==> config.mk <==
export PLATFORM = sky130hd
export DESIGN_NAME = mem_access_ctrl
export DESIGN_NICKNAME = d
export VERILOG_FILES = /design/src/rtl/mem_access_pkg.sv /design/src/rtl/mem_access_ctrl.sv
export SDC_FILE = /design/constraint.sdc
export NUM_CORES = 1
export LEC_CHECK = 0
export CAP_MARGIN = 25
export CORE_AREA = 5 5 110 81
export CTS_CLUSTER_SIZE = 40
export DETAILED_ROUTE_END_ITERATION = 8
export DIE_AREA = 0 0 115 86
export DONT_BUFFER_PORTS = 1
export HOLD_SLACK_MARGIN = 0.08
export MAX_ROUTING_LAYER = met4
export PLACE_DENSITY_LB_ADDON = 0.15
export SETUP_SLACK_MARGIN = 0.02
export SLEW_MARGIN = 20
export SYNTH_ARGS = -nofsm -noshare
export SYNTH_HDL_FRONTEND = slang
export SYNTH_SLANG_ARGS = --single-unit
export TNS_END_PERCENT = 10
==> constraint.sdc <==
create_clock -name clock -period 3.4 [get_ports clock]
set_clock_uncertainty 0.2 [all_clocks]
set_input_delay 0.34 -clock clock [delete_from_list [all_inputs] [get_ports clock]]
set_output_delay 0.34 -clock clock [all_outputs]
set_load 0.03 [all_outputs]
==> src/rtl/mem_access_pkg.sv <==
// Shared types and constants for the single-port Ram access controller.
// Holds the controller FSM encoding, burst length and Ram read/write polarity.
// Pure declarations; no logic, no latency, no flow control.
package mem_access_pkg;

    // Controller FSM states: wait for a request, drive the Ram, strobe a response.
    typedef enum logic [1:0] {
        IDLE    = 2'd0,
        ACCESS  = 2'd1,
        RESPOND = 2'd2
    } state_t;

    // Number of beats in a read burst.
    localparam int BURST_LEN = 4;

    // Width of the beat counter used for bursts.
    localparam int BEAT_W = $clog2(BURST_LEN);

    // Polarity of ram_read_write.
    localparam logic RW_READ  = 1'b1;
    localparam logic RW_WRITE = 1'b0;

    // Translate a request's write flag into the Ram port direction.
    function automatic logic ram_dir(input logic write);
        return write ? RW_WRITE : RW_READ;
    endfunction

endpackage

==> src/rtl/mem_access_ctrl.sv <==
// Single-port Ram access controller: one request at a time, optional 4-beat read bursts (MEM_ACCESS_BURST_EN).
// Latency: response strobe in the cycle starting WAIT_CYCLES+2 edges after acceptance; bursts repeat every WAIT_CYCLES+2.
// Backpressure: req_ready only in IDLE, requests seen while busy are dropped; responses cannot be stalled.
module mem_access_ctrl
    import mem_access_pkg::*;
#(
    parameter int DATA_SIZE    = 32,
    parameter int ADDRESS_SIZE = 16,
    parameter int WAIT_CYCLES  = 1
) (
    input  logic                    clock,
    input  logic                    reset,

    input  logic                    req_valid,
    output logic                    req_ready,
    input  logic                    req_write,
    input  logic [ADDRESS_SIZE-1:0] req_address,
    input  logic [DATA_SIZE-1:0]    req_data,
`ifdef MEM_ACCESS_BURST_EN
    input  logic                    req_burst,
`endif

    output logic                    resp_valid,
    output logic [DATA_SIZE-1:0]    resp_data,
    output logic                    resp_last,

    output logic                    ram_enable,
    output logic                    ram_read_write,
    output logic [ADDRESS_SIZE-1:0] ram_address,
    output logic [DATA_SIZE-1:0]    ram_data_in,
    input  logic [DATA_SIZE-1:0]    ram_data_out
);

    // Index of the final ACCESS cycle as seen by the 4-bit wait counter.
    localparam logic [3:0] WAIT_LAST = 4'(WAIT_CYCLES);

    state_t                  state_q, state_d;
    logic [ADDRESS_SIZE-1:0] addr_q, addr_d;
    logic [DATA_SIZE-1:0]    wdata_q, wdata_d;
    logic                    write_q, write_d;
    logic [3:0]              wait_q, wait_d;
    logic [DATA_SIZE-1:0]    resp_data_q, resp_data_d;
    logic                    resp_valid_q, resp_valid_d;
    logic                    resp_last_q, resp_last_d;
    logic                    last_beat;

`ifdef MEM_ACCESS_BURST_EN
    logic                    burst_q, burst_d;
    logic [BEAT_W-1:0]       beat_q, beat_d;

    // A burst ends on its fourth beat; non-burst operations are always their own last beat.
    assign last_beat = ~burst_q | (beat_q == BEAT_W'(BURST_LEN - 1));
`else
    assign last_beat = 1'b1;
`endif

    // FSM state register.
    always_ff @(posedge clock or posedge reset) begin
        if (reset) begin
            state_q <= IDLE;
        end else begin
            state_q <= state_d;
        end
    end

    // Next-state and datapath next values; every field defaults to holding.
    always_comb begin
        state_d      = state_q;
        addr_d       = addr_q;
        wdata_d      = wdata_q;
        write_d      = write_q;
        wait_d       = wait_q;
        resp_data_d  = resp_data_q;
        resp_valid_d = 1'b0;
        resp_last_d  = 1'b0;
`ifdef MEM_ACCESS_BURST_EN
        burst_d      = burst_q;
        beat_d       = beat_q;
`endif
        case (state_q)
            IDLE: begin
                if (req_valid) begin
                    state_d = ACCESS;
                    addr_d  = req_address;
                    write_d = req_write;
                    // Reads present zero on the Ram write-data lines.
                    wdata_d = req_write ? req_data : '0;
                    wait_d  = '0;
`ifdef MEM_ACCESS_BURST_EN
                    // Bursts are read-only; a burst flag on a write is dropped here.
                    burst_d = req_burst & ~req_write;
                    beat_d  = '0;
`endif
                end
            end
            ACCESS: begin
                if (wait_q == WAIT_LAST) begin
                    state_d     = RESPOND;
                    wait_d      = '0;
                    resp_data_d = write_q ? '0 : ram_data_out;
                end else begin
                    wait_d = wait_q + 4'd1;
                end
            end
            RESPOND: begin
                // The strobe is registered, so it shows in the cycle after RESPOND.
                resp_valid_d = 1'b1;
                resp_last_d  = last_beat;
                if (last_beat) begin
                    state_d = IDLE;
                end else begin
                    state_d = ACCESS;
                    addr_d  = addr_q + 1'b1;
`ifdef MEM_ACCESS_BURST_EN
                    beat_d  = beat_q + 1'b1;
`endif
                end
            end
            default: begin
                state_d = IDLE;
            end
        endcase
    end

    // Request registers, wait counter and response registers.
    always_ff @(posedge clock or posedge reset) begin
        if (reset) begin
            addr_q       <= '0;
            wdata_q      <= '0;
            write_q      <= 1'b0;
            wait_q       <= '0;
            resp_data_q  <= '0;
            resp_valid_q <= 1'b0;
            resp_last_q  <= 1'b0;
        end else begin
            addr_q       <= addr_d;
            wdata_q      <= wdata_d;
            write_q      <= write_d;
            wait_q       <= wait_d;
            resp_data_q  <= resp_data_d;
            resp_valid_q <= resp_valid_d;
            resp_last_q  <= resp_last_d;
        end
    end

`ifdef MEM_ACCESS_BURST_EN
    // Burst flag and beat counter.
    always_ff @(posedge clock or posedge reset) begin
        if (reset) begin
            burst_q <= 1'b0;
            beat_q  <= '0;
        end else begin
            burst_q <= burst_d;
            beat_q  <= beat_d;
        end
    end
`endif

    // Ram address and write data come straight from registers, so they hold
    // their last values outside ACCESS; strobe and direction are gated by state.
    assign req_ready      = (state_q == IDLE);
    assign ram_enable     = (state_q == ACCESS);
    assign ram_read_write = (state_q == ACCESS) ? ram_dir(write_q) : RW_READ;
    assign ram_address    = addr_q;
    assign ram_data_in    = wdata_q;

    assign resp_valid     = resp_valid_q;
    assign resp_data      = resp_data_q;
    assign resp_last      = resp_last_q;

endmodule

==> results by group, run 1 <==
Synthesis
  – #FFs+latches synth: 88
  – EDFF count, synth: 0
  – Simple-gate share of the synthesized area: 0.140
  – Yosys cell types: 24
  – Avg Cell Area, Syn: 11.9 um2
  – Synth Warn #: 0
  – Top FF cell, synth: dfrtp_1
  – Total nets after synthesis: 398
  – Mapped Area: 3720 um2
  – FFs w/ async S/R, synth: 1.00
  – Post-synth top area cell: dfrtp_1
  – XOR/XNOR share of the synthesized area: 0
  – Main combinational cell family by area after synthesis: multiplexers
  – Post-Synth Adder-Cell Area: 0.00672
  – Compound-gate portion of the synthesized area: 0.0564
  – Sequential share of the synthesized area: 0.591
  – Largest cells by area after synthesis: dfrtp_1, mux2_2, nand2_1, mux2_4, nor2b_1
  – Area fraction of the dominant cell type after synthesis: 0.591
  – Mux share of post-synthesis cell area: 0.163
  – Mapped Cells: 312

Floorplanning
  – IO Pins: 169
  – Die X: 115 um
  – Die Height: 86 um
  – Starting Density: 0.484
  – Num rows: 27

Placed design
  – Cells after DPL: 395
  – DP HPWL: 5360 um
  – Routability congestion estimate: 0.763
  – IO buf count: 0

CTS
  – Gates resized, CTS repair: 0
  – Cts hold-fix bufs: 101
  – CTS Root Cell: clkbuf_8
  – Cts bufs inserted: 9
  – Clock Sinks: 88
  – Clock Path Buffers: 2
  – H-tree depth: 3
  – # Post-CTS Setup Buffers: 0

Outcome
  – Outcome: did not finish
  – Last stage: 4_1_cts
  – Tool error: [ERROR RSZ-0060] Max buffer count reached.
[cell families after synthesis]
kind of cell,count (synthesis)
AOI/OAI and AO/OA,39
muxes,49
adders and majority gates,2
and+or+nand+nor,110
DFF,88
buffers and inverters,24
[metrics by stage]
step	instance area (um2)	setup WS, ns
floorplan	3720	0.581
global placement	3740	1.23
detailed placement	3740	1.17
[Yosys cell counts, types with 2 or more instances]
cell type,number
nor2_1,2
mux2_1,3
buf_8,3
ha_1,2
nor2b_1,33
a31oi_1,2
mux2_2,31
buf_6,4
nand3b_1,2
clkbuf_1,13
mux2_4,15
o21ai_0,33
dfrtp_1,88
inv_1,3
nand2_1,69
==> inputs of run 2 (changes only) <==
--- a/config.mk
+++ b/config.mk
@@ -6,15 +6,11 @@
 export NUM_CORES = 1
 export LEC_CHECK = 0
 export CAP_MARGIN = 25
-export CORE_AREA = 5 5 110 81
-export CTS_CLUSTER_SIZE = 40
+export CORE_AREA = 5 5 110 112
 export DETAILED_ROUTE_END_ITERATION = 8
-export DIE_AREA = 0 0 115 86
+export DIE_AREA = 0 0 115 117
 export DONT_BUFFER_PORTS = 1
-export HOLD_SLACK_MARGIN = 0.08
-export MAX_ROUTING_LAYER = met4
 export PLACE_DENSITY_LB_ADDON = 0.15
-export SETUP_SLACK_MARGIN = 0.02
 export SLEW_MARGIN = 20
 export SYNTH_ARGS = -nofsm -noshare
 export SYNTH_HDL_FRONTEND = slang
==> run 2 against run 1 <==
The flow now finishes without violations. Synthesized area unchanged. Synthesized cell count stayed put.
==> results by group, run 2 <==
Timing
  – Fmax achieved: 0.454 GHz
  – Setup violators final: 0
  – Fin crit period: 2.20 ns
  – Max-slew violations: 0
  – Setup TNS Final: 0 ns
  – Period utilization: 0.648
  – Slew headroom: 0.332
  – Worst-Margin Slew: 1.00 ns
  – RSZ-0062 raised after global routing: no
  – Final Hold Viols: 0

Route
  – Vias per cell: 4.77
  – 1st-pass router iterations: 4
  – WL per Instance: 16.9 um
  – Vias: 2,458
  – DRC errors left: 0
  – Final ANT Viol Nets: 0
  – Final wirelength: 8710 um
  – Starting DRT DRC Count: 102

Synthesis
  – Largest cells by area after synthesis: dfrtp_1, mux2_2, nand2_1, mux2_4, nor2b_1 (unchanged)
  – XOR/XNOR share of the synthesized area: 0 (unchanged)
  – Post-synth top cells: dfrtp_1, nand2_1, nor2b_1, o21ai_0, mux2_2 (unchanged)
  – EDFF count, synth: 0 (unchanged)
  – Yosys cell types: 24 (unchanged)
  – Post-synth top area cell: dfrtp_1 (unchanged)
  – Simple-gate share of the synthesized area: 0.140 (unchanged)
  – Avg Cell Area, Syn: 11.9 um2 (unchanged)
  – Post-Synth Adder-Cell Area: 0.00672 (unchanged)
  – Mux share of post-synthesis cell area: 0.163 (unchanged)
  – Compound-gate portion of the synthesized area: 0.0564 (unchanged)
  – Area fraction of the dominant cell type after synthesis: 0.591 (unchanged)
  – Total nets after synthesis: 398 (unchanged)
  – Sequential share of the synthesized area: 0.591 (unchanged)
  – Most common cell in the netlist: dfrtp_1 (unchanged)
  – Mapped Area: 3720 um2 (unchanged)
  – Top FF cell, synth: dfrtp_1 (unchanged)
  – #FFs+latches synth: 88 (unchanged)
  – FFs w/ async S/R, synth: 1.00 (unchanged)
  – Mapped Cells: 312 (unchanged)
  – Synth Warn #: 0 (unchanged)
  – Main combinational cell family by area after synthesis: multiplexers (unchanged)

Power
  – Leak: 0.00213 uW
  – Part of the power in registers: 0.567
  – Worst VDD drop: 0.492 mV
  – P_int: 2670 uW
  – Sw frac: 0.440
  – Clock power share: 0.211
  – Pwr Density: 1010 nW/um2
  – Sw Pwr: 2100 uW
  – Tot Pwr: 4770 uW
  – Logic pwr share: 0.222

CTS
  – CTS Root Cell: clkbuf_16 (was clkbuf_8)
  – Gates resized, CTS repair: 0 (unchanged)
  – Clock Sinks: 88 (unchanged)
  – CTS tree: done
  – # Post-CTS Setup Buffers: 0 (unchanged)
  – Cts bufs inserted: 9 (unchanged)
  – Cts hold-fix bufs: 62 (was 101)
  – Clock Path Buffers: 2 (unchanged)
  – Clk Latency, worst-skew pair: 0.33 ns
  – H-tree depth: 3 (unchanged)
  – CTS clk-pin slew, worst paths: 0.06 ns

Placed design
  – DP HPWL: 5520 um (was 5360 um)
  – IO buf count: 0 (unchanged)
  – Routability congestion estimate: 0.719 (was 0.763)
  – Dpl cell area: 3800 um2 (was 3740 um2)
  – Cells after DPL: 438 (was 395)

Final layout
  – Most frequent cells in the layout: dfrtp_1, nand2_1, dlygate4sd3_1
  – Non-filler cells, final: 515
  – Layout cells sized above 1: 0.183
  – Final Util: 0.425
  – Layout area overhead: 27.0%
  – Ant diodes: 0
  – Final net count: 454
  – Most common cell after layout, fill and taps aside: dfrtp_1
  – Cell area after layout: 4730 um2

Floorplanning
  – Die X: 115 um (unchanged)
  – Starting Density: 0.335 (was 0.484)
  – Num rows: 39 (was 27)
  – Core area: 11,100 um2
  – IO Pins: 169 (unchanged)
  – Die Height: 117 um (was 86 um)
  – Die ar.: 13,500 um2

Setup path
  – Reg2reg end: resp_data[9]$_DFFE_PP0P_
  – Flop2flop setup slack: 1.20 ns
  – CP arrival: 2.21 ns
  – Max incr delay on CP: 0.44 ns
  – Worst reg2reg startpoint: state_q[0]$_DFFE_PP0P_
  – Slowest-stage cell, CP: dfrtp_1
  – Worst Setup SP: state_q[0]$_DFFE_PP0P_
  – WS Path Type: reg -> reg
  – CP Data Required Time: 3.41 ns
  – Critical path, cell by cell: nor2b_4 > and3_1 > buf_4 > mux2_2
  – Buf+Inv Stages, Crit Path: 1
  – Worst Setup Start Kind: flip-flop
  – R2R cell count: 4
  – Critical path's top delay family: simple AND/OR/NAND/NOR gates
  – Crit end category: flip-flop
  – Worst-path fanout max: 31

Outcome
  – Outcome: complete, no violations (was did not finish)

Worst hold path
  – Worst Hold Class: in -> reg
  – Hold Startpoint: ram_data_out[24]
  – Hold Crit Depth: 2
  – Endpoint, Worst Hold: resp_data[24]$_DFFE_PP0P_

Flow run
  – Max-cap check violation count: 0

Global route
  – GR Overflow Total: 0
  – Initial antenna violation count: 0
  – Vias in the first global route: 2,653
  – First-pass GRT wire length: 13,600 um
  – Global Route Usage Sum: 0.131
  – Largest net degree at the start of global routing: 83
run 2: cell counts after synthesis:
No cell type changed its count.
run 2: logic make-up after synthesis:
family / count (synthesis)
AND/OR/NAND/NOR: 110
flip-flops: 88
multiplexers: 49
AO/OA/AOI/OAI: 39
buffers and inverters: 24
adder cells (fa/ha/maj): 2
run 2: worst reg2reg max path: stages, from the launching register on:
cell     delay [ns]
dfrtp_1        0.44
nor2b_4        0.35
and3_1         0.29
buf_4          0.39
mux2_2         0.40
run 2: worst max-delay path by stage:
stage	endpoint	slack (ns)	cells after the start
after floorplan	ram_address[0]$_DFFE_PP0P_	0.58	1
after global placement	resp_data[7]$_DFFE_PP0P_	1.23	4
after detailed placement	resp_data[20]$_DFFE_PP0P_	1.18	4
after CTS	resp_data[3]$_DFFE_PP0P_	1.17	4
after global routing	ram_data_in[8]$_DFFE_PP0P_	1.04	4
final	resp_data[9]$_DFFE_PP0P_	1.20	4
run 2: through the flow:
| stage | hold WS (ns) | worst slack [ns] |
|---|---|---|
| global route | 0.0646 | 1.04 |
| finish | 0.0714 | 1.20 |
| floorplan | 0.253 | 0.581 |
| CTS | 0.0513 | 1.17 |
| global placement | 0.178 | 1.23 |
| detailed placement | 0.180 | 1.18 |
run 2: area by class of cell:
class | count | area, um2
well taps | 143 | 179
multi-input cells | 200 | 1370
fillers | 1042 | 6390
inverters | 3 | 12.5
clock inverters | 2 | 37.5
flip-flops and latches | 88 | 2200
repair buffers | 66 | 663
clock buffers | 13 | 270
run 2: routing by layer:
layer	vias to the layer above	routed length (um)	global-route usage
met2	118	3890	0.204
met1	1195	3550	0.157
met5	-	0	0
met3	11	1110	0.0566
li1	1134	-	-
met4	0	162	0.0610
run 2: power by group through the flow:
stage | Sequential, uW | Clock (uW) | Combinational [uW]
after floorplan | 2490 | 0 | 938
after global placement | 2730 | 0 | 980
after detailed placement | 2720 | 0 | 1030
after CTS | 2720 | 1050 | 1080
after global routing | 2770 | 1090 | 1190
final | 2710 | 1010 | 1060
Note: power is estimated with default switching activity, not from simulation.
